### src/rtl/dpram_arb.sv
// dpram_arb: lets two clients (A, B) share a single-clock simple dual-port RAM.
// The read and write ports are arbitrated separately, so one read and one write can be served
// in the same cycle. Each port has its own round-robin priority bit. Reads have a fixed 3-cycle
// latency and return data with a per-client valid strobe. A read and a write to the same
// address in the same cycle can be forwarded (FWD = 1). All RAM-side outputs are registered.
//
// Ports
//   clk, rst_n             single clock, synchronous active-low reset
//   x_req/x_we/x_addr/     client x request (x = a, b); held stable until granted
//   x_wdata
//   x_gnt                  combinational grant; access accepted on req & gnt at the clk edge
//   x_rvalid/x_rdata       one-cycle read-data strobe and registered read data
//   ram_rd_addr            registered RAM read address
//   ram_rd_data            RAM read data (synchronous read, one cycle after ram_rd_addr)
//   ram_wr_addr/data/en    registered RAM write port
module dpram_arb #(
    parameter int unsigned ASZ = 10,
    parameter int unsigned DSZ = 16,
    parameter bit          FWD = 1'b1
) (
    input  logic           clk,
    input  logic           rst_n,
    input  logic           a_req,
    input  logic           a_we,
    input  logic [ASZ-1:0] a_addr,
    input  logic [DSZ-1:0] a_wdata,
    output logic           a_gnt,
    output logic           a_rvalid,
    output logic [DSZ-1:0] a_rdata,
    input  logic           b_req,
    input  logic           b_we,
    input  logic [ASZ-1:0] b_addr,
    input  logic [DSZ-1:0] b_wdata,
    output logic           b_gnt,
    output logic           b_rvalid,
    output logic [DSZ-1:0] b_rdata,
    output logic [ASZ-1:0] ram_rd_addr,
    input  logic [DSZ-1:0] ram_rd_data,
    output logic [ASZ-1:0] ram_wr_addr,
    output logic [DSZ-1:0] ram_wr_data,
    output logic           ram_wr_en
);

    typedef enum logic {PriA = 1'b0, PriB = 1'b1} pri_e;

    // Read tag travelling alongside the RAM access; id 0 = A, 1 = B.
    typedef struct packed {
        logic           valid;
        logic           id;
        logic           hit;
        logic [DSZ-1:0] data;
    } tag_t;

    pri_e           rd_pri_q, rd_pri_d;
    pri_e           wr_pri_q, wr_pri_d;
    logic           a_rd_cand, b_rd_cand, a_wr_cand, b_wr_cand;
    logic           a_rd_gnt, b_rd_gnt, a_wr_gnt, b_wr_gnt;
    logic           rd_acc, wr_acc;
    logic [ASZ-1:0] rd_addr_sel, wr_addr_sel;
    logic [DSZ-1:0] wr_data_sel, rdata_sel;
    tag_t           tag1_d, tag1_q, tag2_q;

    logic [ASZ-1:0] rd_addr_q, wr_addr_q;
    logic [DSZ-1:0] wr_data_q;
    logic           wr_en_q;
    logic           a_rvalid_q, b_rvalid_q;
    logic [DSZ-1:0] a_rdata_q, b_rdata_q;

    always_comb begin
        // Gating with rst_n keeps the grants low during reset.
        a_rd_cand = rst_n & a_req & ~a_we;
        b_rd_cand = rst_n & b_req & ~b_we;
        a_wr_cand = rst_n & a_req & a_we;
        b_wr_cand = rst_n & b_req & b_we;

        a_rd_gnt = a_rd_cand & (~b_rd_cand | (rd_pri_q == PriA));
        b_rd_gnt = b_rd_cand & (~a_rd_cand | (rd_pri_q == PriB));
        a_wr_gnt = a_wr_cand & (~b_wr_cand | (wr_pri_q == PriA));
        b_wr_gnt = b_wr_cand & (~a_wr_cand | (wr_pri_q == PriB));

        a_gnt  = a_rd_gnt | a_wr_gnt;
        b_gnt  = b_rd_gnt | b_wr_gnt;
        rd_acc = a_rd_gnt | b_rd_gnt;
        wr_acc = a_wr_gnt | b_wr_gnt;

        // The winner hands priority to the other client.
        rd_pri_d = rd_pri_q;
        if (a_rd_gnt) begin
            rd_pri_d = PriB;
        end else if (b_rd_gnt) begin
            rd_pri_d = PriA;
        end
        wr_pri_d = wr_pri_q;
        if (a_wr_gnt) begin
            wr_pri_d = PriB;
        end else if (b_wr_gnt) begin
            wr_pri_d = PriA;
        end

        rd_addr_sel = a_rd_gnt ? a_addr : b_addr;
        wr_addr_sel = a_wr_gnt ? a_addr : b_addr;
        wr_data_sel = a_wr_gnt ? a_wdata : b_wdata;

        // A same-cycle write lands in the RAM on the same edge that samples the read,
        // so the RAM returns old data; the tag carries the new data for forwarding.
        tag1_d.valid = rd_acc;
        tag1_d.id    = b_rd_gnt;
        tag1_d.hit   = rd_acc & wr_acc & (rd_addr_sel == wr_addr_sel);
        tag1_d.data  = wr_data_sel;

        rdata_sel = (FWD && tag2_q.hit) ? tag2_q.data : ram_rd_data;
    end

    always_ff @(posedge clk) begin
        if (!rst_n) begin
            rd_pri_q   <= PriA;
            wr_pri_q   <= PriA;
            rd_addr_q  <= '0;
            wr_addr_q  <= '0;
            wr_data_q  <= '0;
            wr_en_q    <= 1'b0;
            tag1_q     <= '0;
            tag2_q     <= '0;
            a_rvalid_q <= 1'b0;
            b_rvalid_q <= 1'b0;
            a_rdata_q  <= '0;
            b_rdata_q  <= '0;
        end else begin
            rd_pri_q <= rd_pri_d;
            wr_pri_q <= wr_pri_d;
            if (rd_acc) begin
                rd_addr_q <= rd_addr_sel;
            end
            wr_en_q <= wr_acc;
            if (wr_acc) begin
                wr_addr_q <= wr_addr_sel;
                wr_data_q <= wr_data_sel;
            end
            tag1_q     <= tag1_d;
            tag2_q     <= tag1_q;
            a_rvalid_q <= tag2_q.valid & ~tag2_q.id;
            b_rvalid_q <= tag2_q.valid & tag2_q.id;
            if (tag2_q.valid && !tag2_q.id) begin
                a_rdata_q <= rdata_sel;
            end
            if (tag2_q.valid && tag2_q.id) begin
                b_rdata_q <= rdata_sel;
            end
        end
    end

    assign ram_rd_addr = rd_addr_q;
    assign ram_wr_addr = wr_addr_q;
    assign ram_wr_data = wr_data_q;
    assign ram_wr_en   = wr_en_q;
    assign a_rvalid    = a_rvalid_q;
    assign b_rvalid    = b_rvalid_q;
    assign a_rdata     = a_rdata_q;
    assign b_rdata     = b_rdata_q;

endmodule
### config.mk
export PLATFORM = sky130hd
export DESIGN_NAME = dpram_arb
export DESIGN_NICKNAME = d
export VERILOG_FILES = /design/src/rtl/dpram_arb.sv
export SDC_FILE = /design/constraint.sdc
export NUM_CORES = 1
export LEC_CHECK = 0
export ABC_CLOCK_PERIOD_IN_PS = 3300
export CAP_MARGIN = 20
export CORE_AREA = 4 4 147 113
export DETAILED_ROUTE_END_ITERATION = 8
export DIE_AREA = 0 0 151 117
export GPL_TIMING_DRIVEN = 0
export PLACE_DENSITY = 0.64
export SETUP_SLACK_MARGIN = 0.1
export SLEW_MARGIN = 20
export SYNTH_ARGS = -nofsm -noshare
export SYNTH_HDL_FRONTEND = slang
export SYNTH_SLANG_ARGS = --single-unit
export TNS_END_PERCENT = 5
### constraint.sdc
create_clock -name clk -period 3.3 [get_ports clk]
set_input_delay 0.495 -clock clk [delete_from_list [all_inputs] [get_ports clk]]
set_output_delay 0.495 -clock clk [all_outputs]
set_load 0.005 [all_outputs]
-- Word level (Yosys, flattened, before mapping)
Index checks and enable logic that the tools add are counted.
- add/subtract/negate cells: 0
- $mul: 0
- div/mod/pow operators: 0
- $lt $le $gt $ge: 0
- equal/unequal tests: 1
- shift operators: 0
- multiplexer cells: 8
- bitwise logic cells: 31
- reduce and logical (&&, ||, !) cells: 5
- operator list (kind ; number):
    two-way mux 16 bit ; 2
    two-way mux 10 bit ; 2
    bitwise AND 1 bit ; 14
    equality test 10 bit ; 1
    inverter 1 bit ; 9
    bitwise OR 1 bit ; 8
    two-way mux 1 bit ; 4
    nonzero test 2 bit ; 2
    logical AND 1 bit ; 2
    logical NOT 1 bit ; 1
- bits in registers: 111
- bits in latches: 0
- RAM bits: 0
- ROM bits: 0
- input bits: 74
- output and inout bits: 73
- memories kept: 0

-- Longest topological paths before layout
- depth after elaboration: 8
- gate-level depth with buffers: 5

-- Worst setup path before layout
No wires, ideal clock.
- path type: input to output
- start point: input port b_we
- end point: output port a_gnt
- arrival time: 1.120 ns
- path slack: 1.685 ns
- stages on the path: 4
- path through: and3_1 -> buf_6 -> buf_2 -> o22ai_1
- cells in the longest elaborated chain, start to end: 6
- elaborated cells between the ends (all ways): 10
- ends and longest elaborated chain (item ; line ; source):
    from (decl) ; 31 ; input logic b_we,
    inverter 1 bit ; 72 ; b_rd_cand = rst_n & b_req & ~b_we;
    bitwise AND 1 bit ; 72 ;
    inverter 1 bit ; 76 ; a_rd_gnt = a_rd_cand & (~b_rd_cand | (rd_pri_q == PriA));
    bitwise OR 1 bit ; 76 ;
    bitwise AND 1 bit ; 76 ;
    bitwise OR 1 bit (*) ; 81 ; a_gnt = a_rd_gnt | a_wr_gnt;
    to (decl) ; 27 ; output logic a_gnt,
Mark *: on every way between the ends. The rest lies on a longest branch, timed or not.

-- Worst setup path in the final report
- start point: input port a_req
- end point: output port a_gnt
- cells in the longest elaborated chain, start to end: 4
- elaborated cells between the ends (all ways): 6
- ends and longest elaborated chain (item ; line ; source):
    from (decl) ; 23 ; input logic a_req,
    bitwise AND 1 bit (*) ; 71, 73 ;
    bitwise AND 1 bit, on equally long branches ; 71, 73 ;
    bitwise AND 1 bit, on equally long branches ; 76, 78 ;
    bitwise OR 1 bit (*) ; 81 ;
Marks and branches as above.

==> reports/results.ini <==
[min_path]
hold_depth=1
min_path_type=reg2reg
hold_start=tag1_q[12]
worstHoldEndpoint=tag2_q[12]

[routing]
first_pass_iters=4
drcViolationCount=0
via_count=4022
wl_per_cell_um=17.9
routed_wl_mm=14.7
drt_iter0_markers=217
vias_per_cell=4.90
drtAntennaViolNets=0

[synthesis]
avgSynthCellArea_um2=9.86
syn_inst=454
ys_seq_elements=111
yosys.cell_types.count=33
synth_nets=528
yosys_warnings=0
synth_seq_area_share=0.496
netlist_area_mm2=0.00448

[grt]
grt_max_degree=19
grt_pass1_vias=4026
grt_use_met2=0.240
gr-usage-met1=0.232
grt_usage=0.162
globalRouteMet3Util=0.0485
grt_pass1_wl_mm=22.2
top_usage_layer=met2
grt_antenna_before_repair=0
grt-ovfl-total=0

[sta]
rsz0062_at_grt=no
tns_ns=0
setup_viol=0
fin_crit_ns=2.85
worst_pin_slew_ns=0.578
clock.fmax_mhz=351
slew_viol_final=0
hold_viol=0
slew_headroom=0.615
finClkSkew_ns=0.00683
min_period_over_period=0.864

[outcome]
status=finished clean

[cts]
tritoncts=built
cts-htree-levels=3
cts_hold_buffers=0
cts_resized=0
cts_root_buf=clkbuf_16
cts_setup_buffers=0
clock_latency_ns=0.34
path_clk_slew_ns=0.07
cts.sinks=111
cts_buffers=9
cts_buffer_depth=2

[critical_path]
r2r_slack_ns=1.65
cp_slowest_stage_delay_ns=0.64
path_cells=clkdlybuf4s50_1, nand3_2, clkbuf_1, o22ai_1, clkdlybuf4s50_1
crit_path_start_kind=primary input
crit_path_frequent_cell=clkdlybuf4s50_1
reg2regPathDepth=5
rr_endpoint=tag1_q[14]
worstPathArrival_ns=2.36
reg2reg_from=wr_pri_q
path_class=in2out
critical_path_required_ns=2.80
worst-path-buf-inv=3
cp-end-kind=primary output
crit_family=buffers and inverters
crit_path_top_delay_cell=clkdlybuf4s50_1
critPathMaxFanout=10

[floorplan]
start_util=0.296
die_h_um=117
die_area_mm2=0.0177
chipWidth_um=151
core_area_mm2=0.0151
io-pin-count=147
num_rows=39

[pwr]
p_comb_frac=0.145
switching_share=0.242
clkPwrFrac=0.371
p_sw_uw=729
p_leak_nw=2.67
power_per_cell_area_mw_per_mm2=463
internal-power_mw=2.28
worst_ir_drop_vdd_mv=0.307
seq_power_share=0.484

[placement]
port_buffers=146
place_congestion=0.866
place_area_mm2=0.00619
hpwl_mm=11.4

[finish]
diodes=0
final_cell_mix=clkdlybuf4s50_1 (146), dfxtp_1 (111), o21ai_0 (63)
multi_input_area_mm2=0.00204
final-seq-area_mm2=0.00222
fillers=1438
layout-drive-gt1-share=0.0455
layout_commonest_cell=clkdlybuf4s50_1
fin_nets=685
syn_to_final_growth_pct=45.2
design_area_mm2=0.00650

[flow_run]
drv_cap=0

==> Yosys cell counts <==
master / instances / area, um2
a22o_1: 1 / 8.76
inv_1: 1 / 3.75
a31oi_1: 36 / 225
o311a_1: 1 / 10.0
xor2_1: 1 / 8.76
a21boi_1: 13 / 97.6
nand3_2: 1 / 10.0
nand3b_1: 2 / 15.0
or3b_1: 35 / 307
and3b_1: 1 / 8.76
buf_6: 4 / 45.0
o21ai_0: 63 / 315
mux2i_1: 16 / 160
nand2_1: 35 / 131
o21a_1: 1 / 7.51
buf_1: 2 / 7.51
dfxtp_1: 111 / 2220
o22ai_1: 1 / 6.26
xnor2_1: 10 / 87.6
or3b_2: 1 / 8.76
and2_1: 22 / 138
a21boi_0: 4 / 30.0
and3_1: 2 / 12.5
buf_2: 7 / 35.0
o31ai_1: 10 / 75.1
nor4_1: 1 / 6.26
clkbuf_1: 32 / 120
nor2_1: 1 / 3.75
and2b_1: 2 / 15.0
nor2b_1: 1 / 6.26
a41o_1: 1 / 10.0
nand4_1: 3 / 18.8
o211a_1: 32 / 320
==> layer usage <==
layer,vias to the layer above,wire [um]
met5,-,0
met4,0,214
met3,18,1070
met2,137,6140
met1,1892,7290
li1,1975,-
==> flip-flops by register name, summed over array words and instances (netlist names) <==
name and flops:
a_rdata 16, a_rvalid 1, b_rdata 16, b_rvalid 1, ram_rd_addr 10, ram_wr_addr 10, ram_wr_data 16, ram_wr_en 1
rd_pri_q 1, tag1_q 19, tag2_q 19, wr_pri_q 1
==> worst max path at each step <==
stage | endpoint | slack (ns) | cells past startpoint | startpoint
2_1_floorplan | a_gnt | 1.68 | 4 | b_we
3_3_place_gp | a_gnt | 0.46 | 5 | a_we
3_5_place_dp | a_gnt | 0.46 | 5 | a_we
4_1_cts | a_gnt | 0.46 | 5 | a_we
5_1_grt | a_gnt | 0.32 | 5 | a_req
6_report | a_gnt | 0.45 | 5 | a_req
==> cell families after synthesis <==
kind of cell           synth area share
AND/OR/NAND/NOR                   0.152
buffers and inverters            0.0472
AO/OA/AOI/OAI                     0.247
multiplexers                     0.0358
flip-flops                        0.496
XOR/XNOR                         0.0215
==> area by class of cell <==
class	instances	share of cell area
flip-flops and latches	111	0.342
multi-input cells	297	0.314
repair buffers	146	0.225
well taps	205	0.0394
clock buffers	11	0.0373
plain buffers	45	0.0319
clock inverters	5	0.0100
inverters	1	0.000577
==> through the flow <==
step	hold WS (ns)	cells	total power [mW]	utilization	setup WS (ns)
5_1_grt	0.449	821	3.12	0.430	0.319
3_5_place_dp	0.422	805	1.92	0.410	0.463
2_1_floorplan	0.412	454	1.64	-	1.68
3_3_place_gp	0.423	805	1.92	0.410	0.462
4_1_cts	0.439	821	3.04	0.430	0.460
6_report	0.431	821	3.01	0.430	0.449
==> power groups by stage <==
stage                     sequential [mW]  clock, mW  combinational (mW)
after global routing                 1.46       1.19               0.472
after global placement               1.49          0               0.432
after CTS                            1.46       1.14               0.440
after floorplan                      1.48          0               0.163
final                                1.46       1.12               0.438
after detailed placement             1.49          0               0.437
No activity file was read; power rests on OpenSTA's default activity.
